==> src/rtl/power_seq_ctrl.sv <==
// Power sequencing controller: brings up the R&T rail, then the a1/d1 switcher sync clocks, and latches faults.
// Optional feature macro PWR_SYNC_INTERLEAVE_EN: drive pwr_sync_d1 180 degrees out of phase with pwr_sync_a1.
module power_seq_ctrl #(
    parameter int unsigned SYNC_DIV   = 25,
    parameter int unsigned SETTLE_CYC = 1000,
    parameter int unsigned PG_TIMEOUT = 100000
) (
    input  logic       clk,
    input  logic       rst,
    input  logic       pwr_req,
    input  logic       pg_rt,
    input  logic       pg_a1,
    input  logic       pg_d1,
    input  logic       fault_clr,
    output logic       power_rt_on,
    output logic       pwr_sync_a1,
    output logic       pwr_sync_d1,
    output logic       pwr_ready,
    output logic       fault,
    output logic [1:0] fault_code,
    output logic [2:0] state
);

    typedef enum logic [2:0] {
        ST_OFF     = 3'd0,
        ST_RT_ON   = 3'd1,
        ST_SETTLE  = 3'd2,
        ST_SYNC_ON = 3'd3,
        ST_RUN     = 3'd4,
        ST_SHUTDN  = 3'd5,
        ST_FAULT   = 3'd6
    } state_e;

    localparam int unsigned TMR_W = 24;
    localparam int unsigned DIV_W = 16;

    localparam logic [TMR_W-1:0] PG_LAST     = TMR_W'(PG_TIMEOUT - 32'd1);
    localparam logic [TMR_W-1:0] SETTLE_LAST = TMR_W'(SETTLE_CYC - 32'd1);
    localparam logic [TMR_W-1:0] TMR_MAX     = {TMR_W{1'b1}};
    localparam logic [DIV_W-1:0] DIV_LAST    = DIV_W'(SYNC_DIV - 32'd1);

    localparam logic [1:0] CODE_NONE = 2'b00;
    localparam logic [1:0] CODE_RT   = 2'b01;
    localparam logic [1:0] CODE_SW   = 2'b10;
    localparam logic [1:0] CODE_LOST = 2'b11;

    function automatic logic sync_active(input state_e s);
        return (s == ST_SYNC_ON) || (s == ST_RUN);
    endfunction

    function automatic logic rail_on(input state_e s);
        return (s == ST_RT_ON) || (s == ST_SETTLE) || (s == ST_SYNC_ON) ||
               (s == ST_RUN) || (s == ST_SHUTDN);
    endfunction

    state_e           state_q, state_d;
    logic [TMR_W-1:0] timer_q, timer_d;
    logic [DIV_W-1:0] div_q, div_d;
    logic             phase_q, phase_d;
    logic [1:0]       code_q, code_d;
    logic             rt_on_q, rt_on_d;
    logic             sync_d1_q, sync_d1_d;
    logic             ready_q, ready_d;
    logic             fault_q, fault_d;
    logic             sync_run_now_s;
    logic             sync_run_next_s;

    // Next-state and fault-cause selection; pwr_req=0 always wins over power-good/timeout events.
    always_comb begin
        state_d = state_q;
        code_d  = code_q;
        case (state_q)
            ST_OFF: begin
                if (pwr_req) begin
                    state_d = ST_RT_ON;
                end else begin
                    state_d = ST_OFF;
                end
            end
            ST_RT_ON: begin
                if (!pwr_req) begin
                    state_d = ST_SHUTDN;
                end else if (pg_rt) begin
                    state_d = ST_SETTLE;
                end else if (timer_q == PG_LAST) begin
                    state_d = ST_FAULT;
                    code_d  = CODE_RT;
                end else begin
                    state_d = ST_RT_ON;
                end
            end
            ST_SETTLE: begin
                if (!pwr_req) begin
                    state_d = ST_SHUTDN;
                end else if (!pg_rt) begin
                    state_d = ST_FAULT;
                    code_d  = CODE_RT;
                end else if (timer_q == SETTLE_LAST) begin
                    state_d = ST_SYNC_ON;
                end else begin
                    state_d = ST_SETTLE;
                end
            end
            ST_SYNC_ON: begin
                if (!pwr_req) begin
                    state_d = ST_SHUTDN;
                end else if (!pg_rt) begin
                    state_d = ST_FAULT;
                    code_d  = CODE_LOST;
                end else if (pg_a1 && pg_d1) begin
                    state_d = ST_RUN;
                end else if (timer_q == PG_LAST) begin
                    state_d = ST_FAULT;
                    code_d  = CODE_SW;
                end else begin
                    state_d = ST_SYNC_ON;
                end
            end
            ST_RUN: begin
                if (!pwr_req) begin
                    state_d = ST_SHUTDN;
                end else if (!(pg_rt && pg_a1 && pg_d1)) begin
                    state_d = ST_FAULT;
                    code_d  = CODE_LOST;
                end else begin
                    state_d = ST_RUN;
                end
            end
            ST_SHUTDN: begin
                if (timer_q == SETTLE_LAST) begin
                    state_d = ST_OFF;
                end else begin
                    state_d = ST_SHUTDN;
                end
            end
            ST_FAULT: begin
                if (fault_clr && !pwr_req) begin
                    state_d = ST_OFF;
                    code_d  = CODE_NONE;
                end else begin
                    state_d = ST_FAULT;
                end
            end
            default: begin
                state_d = ST_OFF;
                code_d  = CODE_NONE;
            end
        endcase
    end

    // Phase timer: cleared on every state change, saturates instead of wrapping.
    always_comb begin
        if (state_d != state_q) begin
            timer_d = {TMR_W{1'b0}};
        end else if (timer_q != TMR_MAX) begin
            timer_d = timer_q + {{(TMR_W-1){1'b0}}, 1'b1};
        end else begin
            timer_d = timer_q;
        end
    end

    // Sync divider: restarts from zero/low on SYNC_ON entry, idle outside SYNC_ON and RUN.
    always_comb begin
        sync_run_now_s  = sync_active(state_q);
        sync_run_next_s = sync_active(state_d);
        if (sync_run_now_s && sync_run_next_s) begin
            if (div_q >= DIV_LAST) begin
                div_d   = {DIV_W{1'b0}};
                phase_d = ~phase_q;
            end else begin
                div_d   = div_q + {{(DIV_W-1){1'b0}}, 1'b1};
                phase_d = phase_q;
            end
        end else begin
            div_d   = {DIV_W{1'b0}};
            phase_d = 1'b0;
        end
    end

    // Output decode from the next state so every output is a flop aligned with state.
    always_comb begin
        rt_on_d = rail_on(state_d);
        ready_d = (state_d == ST_RUN);
        fault_d = (state_d == ST_FAULT);
`ifdef PWR_SYNC_INTERLEAVE_EN
        if (sync_run_next_s) begin
            sync_d1_d = ~phase_d;
        end else begin
            sync_d1_d = 1'b0;
        end
`else
        sync_d1_d = phase_d;
`endif
    end

    // State, counters and output registers; reset drops every enable with no clock needed.
    always_ff @(posedge clk or negedge rst) begin
        if (!rst) begin
            state_q   <= ST_OFF;
            timer_q   <= {TMR_W{1'b0}};
            div_q     <= {DIV_W{1'b0}};
            phase_q   <= 1'b0;
            code_q    <= CODE_NONE;
            rt_on_q   <= 1'b0;
            sync_d1_q <= 1'b0;
            ready_q   <= 1'b0;
            fault_q   <= 1'b0;
        end else begin
            state_q   <= state_d;
            timer_q   <= timer_d;
            div_q     <= div_d;
            phase_q   <= phase_d;
            code_q    <= code_d;
            rt_on_q   <= rt_on_d;
            sync_d1_q <= sync_d1_d;
            ready_q   <= ready_d;
            fault_q   <= fault_d;
        end
    end

    assign power_rt_on = rt_on_q;
    assign pwr_sync_a1 = phase_q;
    assign pwr_sync_d1 = sync_d1_q;
    assign pwr_ready   = ready_q;
    assign fault       = fault_q;
    assign fault_code  = code_q;
    assign state       = state_q;

endmodule

==> config.mk <==
export PLATFORM = sky130hd
export DESIGN_NAME = power_seq_ctrl
export DESIGN_NICKNAME = d
export VERILOG_FILES = /design/src/rtl/power_seq_ctrl.sv
export SDC_FILE = /design/constraint.sdc
export NUM_CORES = 1
export LEC_CHECK = 0
export CELL_PAD_IN_SITES_DETAIL_PLACEMENT = 0
export CELL_PAD_IN_SITES_GLOBAL_PLACEMENT = 1
export CORE_AREA = 2 2 81 83
export CTS_BUF_LIST = sky130_fd_sc_hd__clkbuf_8
export CTS_CLUSTER_SIZE = 30
export DETAILED_ROUTE_END_ITERATION = 10
export DIE_AREA = 0 0 83 85
export PLACE_DENSITY_LB_ADDON = 0.15
export RECOVER_POWER = 25
export SLEW_MARGIN = 40
export SYNTH_ARGS = -nofsm -noshare
export SYNTH_HDL_FRONTEND = slang
export SYNTH_SLANG_ARGS = --single-unit
==> constraint.sdc <==
create_clock -name clk -period 4.1 [get_ports clk]
set_clock_uncertainty 0.1 [all_clocks]
set_input_delay 0.615 -clock clk [delete_from_list [all_inputs] [get_ports clk]]
set_output_delay 0.615 -clock clk [all_outputs]
set_load 0.01 [all_outputs]
==> results.cfg <==
[synth]
yosysSeqAreaShare_pct = 45.8
synth.most_common_cell = dfrtp_1
synth_ff_type = dfrtp_1
yosys.area.top_type_share_pct = 45.8
yosysTopAreaCell = dfrtp_1
avgSynthCellArea_sq_um = 9.49
ys_warn_count = 0
synth_area_sq_um = 2680
synth_edf_count = 0
synthCells = 282
ys_top_cells_by_area = dfrtp_1 46%, nor2_1 5.6%, xor2_1 4.3%
synthTopCellsByCount = 49 x dfrtp_1, 40 x nor2_1, 18 x nand2_1
yosys.cell_types.count = 54
synth-seq-cells = 49
synth-async-reset-ratio_pct = 100

[critical_path]
max_stage_delay_ns = 0.58
critPathMaxFanout = 10
slowest_stage = or4_4
endpoint_kind = flop
path_cells = clkdlybuf4s50_1 > a21boi_0 > o221ai_1 > or4_1 > and4_4 > or4_4 > a2111oi_1
cp_data_arrival_time_ns = 3.35
startpoint_type = primary input
crit_type = primary input to flop
required_ns = 4.19

[power_and_ir_drop]
p_leak_nw = 1.18
power_mw = 1.51
internal_power_uw = 920
p_sw_uw = 588
seqPwrFrac_pct = 38.0
clkPwrFrac_pct = 19.9
power_density_nw_per_um2 = 501
netSwitchingFraction_pct = 39.0
p_comb_share_pct = 42.0
ir_drop_uv = 339

[sta]
fin_crit_sh_pct = 79.5
setup_violations = 0
worstMarginPinSlew_ns = 2.57
finalSetupTns_ns = 0
fin_ws_ns = 0.839
slew_violations = 50
hold_viol_final = 0
max_slew_margin_pct = -71.3
min_period_ns = 3.26
rsz0062_at_grt = no
clock.fmax_mhz = 307
hold_slack_ns = 0.406

[final_layout]
final_nets = 317
fillerInstances = 599
stdcell_count = 385
drive_gt1_share_pct = 8.12
final_util_pct = 48.5
regArea_sq_um = 1230
diodes = 0
area.growth.synth_to_final_pct = 12.4
stdcell_area_sq_um = 3010
multi_input_area_sq_um = 1350

[run_status]
violations = capacitance limit, slew limit
run_status = complete, but fails checks

[global_routing]
grt_pass1_vias = 2103
grt-ovfl-total = 0
antenna_found_initial = 0
grt_pass1_wl_um = 10000
grt_max_degree = 50
grtUsageTotal_pct = 17.1

[floorplanning]
num_io_pins = 17
start_util_pct = 43.2
dieWidth_um = 83
row_count = 29
die_h_um = 85
design.core.area_sq_um = 6200
dieArea_sq_um = 7060

[routing]
routed_via_density = 5.61
routed_wl_um = 5640
num_vias = 2159
ant_nets = 0
drt-initial-drc-count = 91
route.detailed.drc = 0
first_pass_iters = 4
avgRoutedWirePerCell_um = 14.6

[run]
maxCapViolCount = 1

[placed_design]
port_buffers = 16
pre_cts_ws_ns = 0.503
dp_hpwl_um = 3860
dp_cells = 377
finalWeightedCongestion = 0.827
place_area_sq_um = 2920

[cts]
clkLatencyLatePin_ns = 0.30
cts_buffers = 5
cts_setup_buffers = 0
clockBufferDepth = 2
cts_resized = 0
cts-root-buf = clkbuf_8
cts_tree = built
cts_sinks = 49
htree_num_levels = 2
clk_pin_slew_ns = 0.10
cts_hold_buf = 0

[hold_path]
hold_path_class = flop to flop
## state kept, by name, summed over array words and instances (netlist names)
signal,count
power_rt_on,1
pwr_sync_d1,1
fault,1
div_q,16
state,3
pwr_ready,1
timer_q,24
fault_code,2
## per-layer routing
| layer | GRT usage, % | part of all wire (%) | vias up | routed length (um) |
|---|---|---|---|---|
| met5 | 0 | 0 | - | 0 |
| met1 | 23.6 | 48 | 1052 | 2710 |
| met3 | 3.21 | 3.3 | 5 | 188 |
| met4 | 4.02 | 0.82 | 0 | 46 |
| met2 | 28.1 | 48 | 36 | 2690 |
| li1 | - | - | 1066 | - |
## critical path: cells and delay by family
kind	cells	cell delay (ns)
buffers and inverters	1	0.56
AOI/OAI and AO/OA	3	0.86
and+or+nand+nor	3	1.30
## final cells by class
cell class | count | area share (%)
Sequential cell | 49 | 40.7
Timing Repair Buffer | 21 | 6.36
Clock buffer | 5 | 2.29
Clock inverter | 3 | 0.873
Tap cell | 77 | 3.20
Multi-Input combinational cell | 217 | 44.9
Inverter | 13 | 1.62
## kinds of logic (layout without fill, tap and decap cells)
group / after synthesis / count (layout) / share of synthesized area [%]
other cells: 1 / 11 / 0.140
compound gates: 55 / 55 / 14.6
simple gates: 122 / 122 / 23.6
flops: 49 / 49 / 45.8
mux: 4 / 4 / 1.59
xor+xnor: 22 / 22 / 7.20
fa+ha+maj: 3 / 3 / 1.40
buf+inv: 26 / 42 / 5.65
## path summary, 6_finish.rpt
kind / from / end / slack, ns / cells past startpoint
min in group asynchronous: rst / timer_q[0] / 1.00 / 1
max: pg_rt / div_q[2] / 0.84 / 7
min: div_q[0] / div_q[0] / 0.41 / 1
min reg2reg: div_q[0] / div_q[0] / 0.41 / 1
max in group asynchronous: rst / div_q[13] / 1.43 / 1
max reg2reg: timer_q[0] / div_q[2] / 0.93 / 7
## cells in the final DEF, fill, tap and decap left out, drive strengths merged, types with 2 or more instances in the layout
| cell type | synthesis | final |
|---|---|---|
| dfrtp | 49 | 49 |
| nor2 | 40 | 40 |
| nand2 | 19 | 19 |
| clkdlybuf4s50 | 0 | 15 |
| nand3 | 14 | 14 |
| nand4 | 14 | 14 |
| xor2 | 13 | 13 |
| inv | 12 | 13 |
| a21oi | 12 | 12 |
| conb | 1 | 11 |
| xnor2 | 9 | 9 |
| nor3 | 7 | 7 |
| o21ai | 6 | 6 |
| a211oi | 6 | 6 |
| clkbuf | 8 | 6 |
| nor4 | 5 | 5 |
| a31oi | 5 | 5 |
| buf | 5 | 5 |
| and3 | 5 | 5 |
| a2111oi | 5 | 5 |
| or4 | 4 | 4 |
| and2 | 3 | 3 |
| o21a | 3 | 3 |
| o31ai | 3 | 3 |
| ha | 3 | 3 |
| and4 | 3 | 3 |
| a21boi | 2 | 2 |
| o221ai | 2 | 2 |
| nand2b | 2 | 2 |
| mux2i | 2 | 2 |
| mux2 | 2 | 2 |
| clkinvlp | 0 | 2 |
| a311o | 2 | 2 |
| o41ai | 2 | 2 |
## power by group through the flow
| stage | combinational, mW | sequential (mW) | clock [mW] |
|---|---|---|---|
| after global routing | 0.698 | 0.580 | 0.331 |
| after CTS | 0.636 | 0.574 | 0.312 |
| after global placement | 0.636 | 0.582 | 0 |
| after detailed placement | 0.635 | 0.584 | 0 |
| after floorplan | 0.455 | 0.592 | 0 |
| final | 0.634 | 0.573 | 0.301 |
No activity file was read; power rests on OpenSTA's default activity.
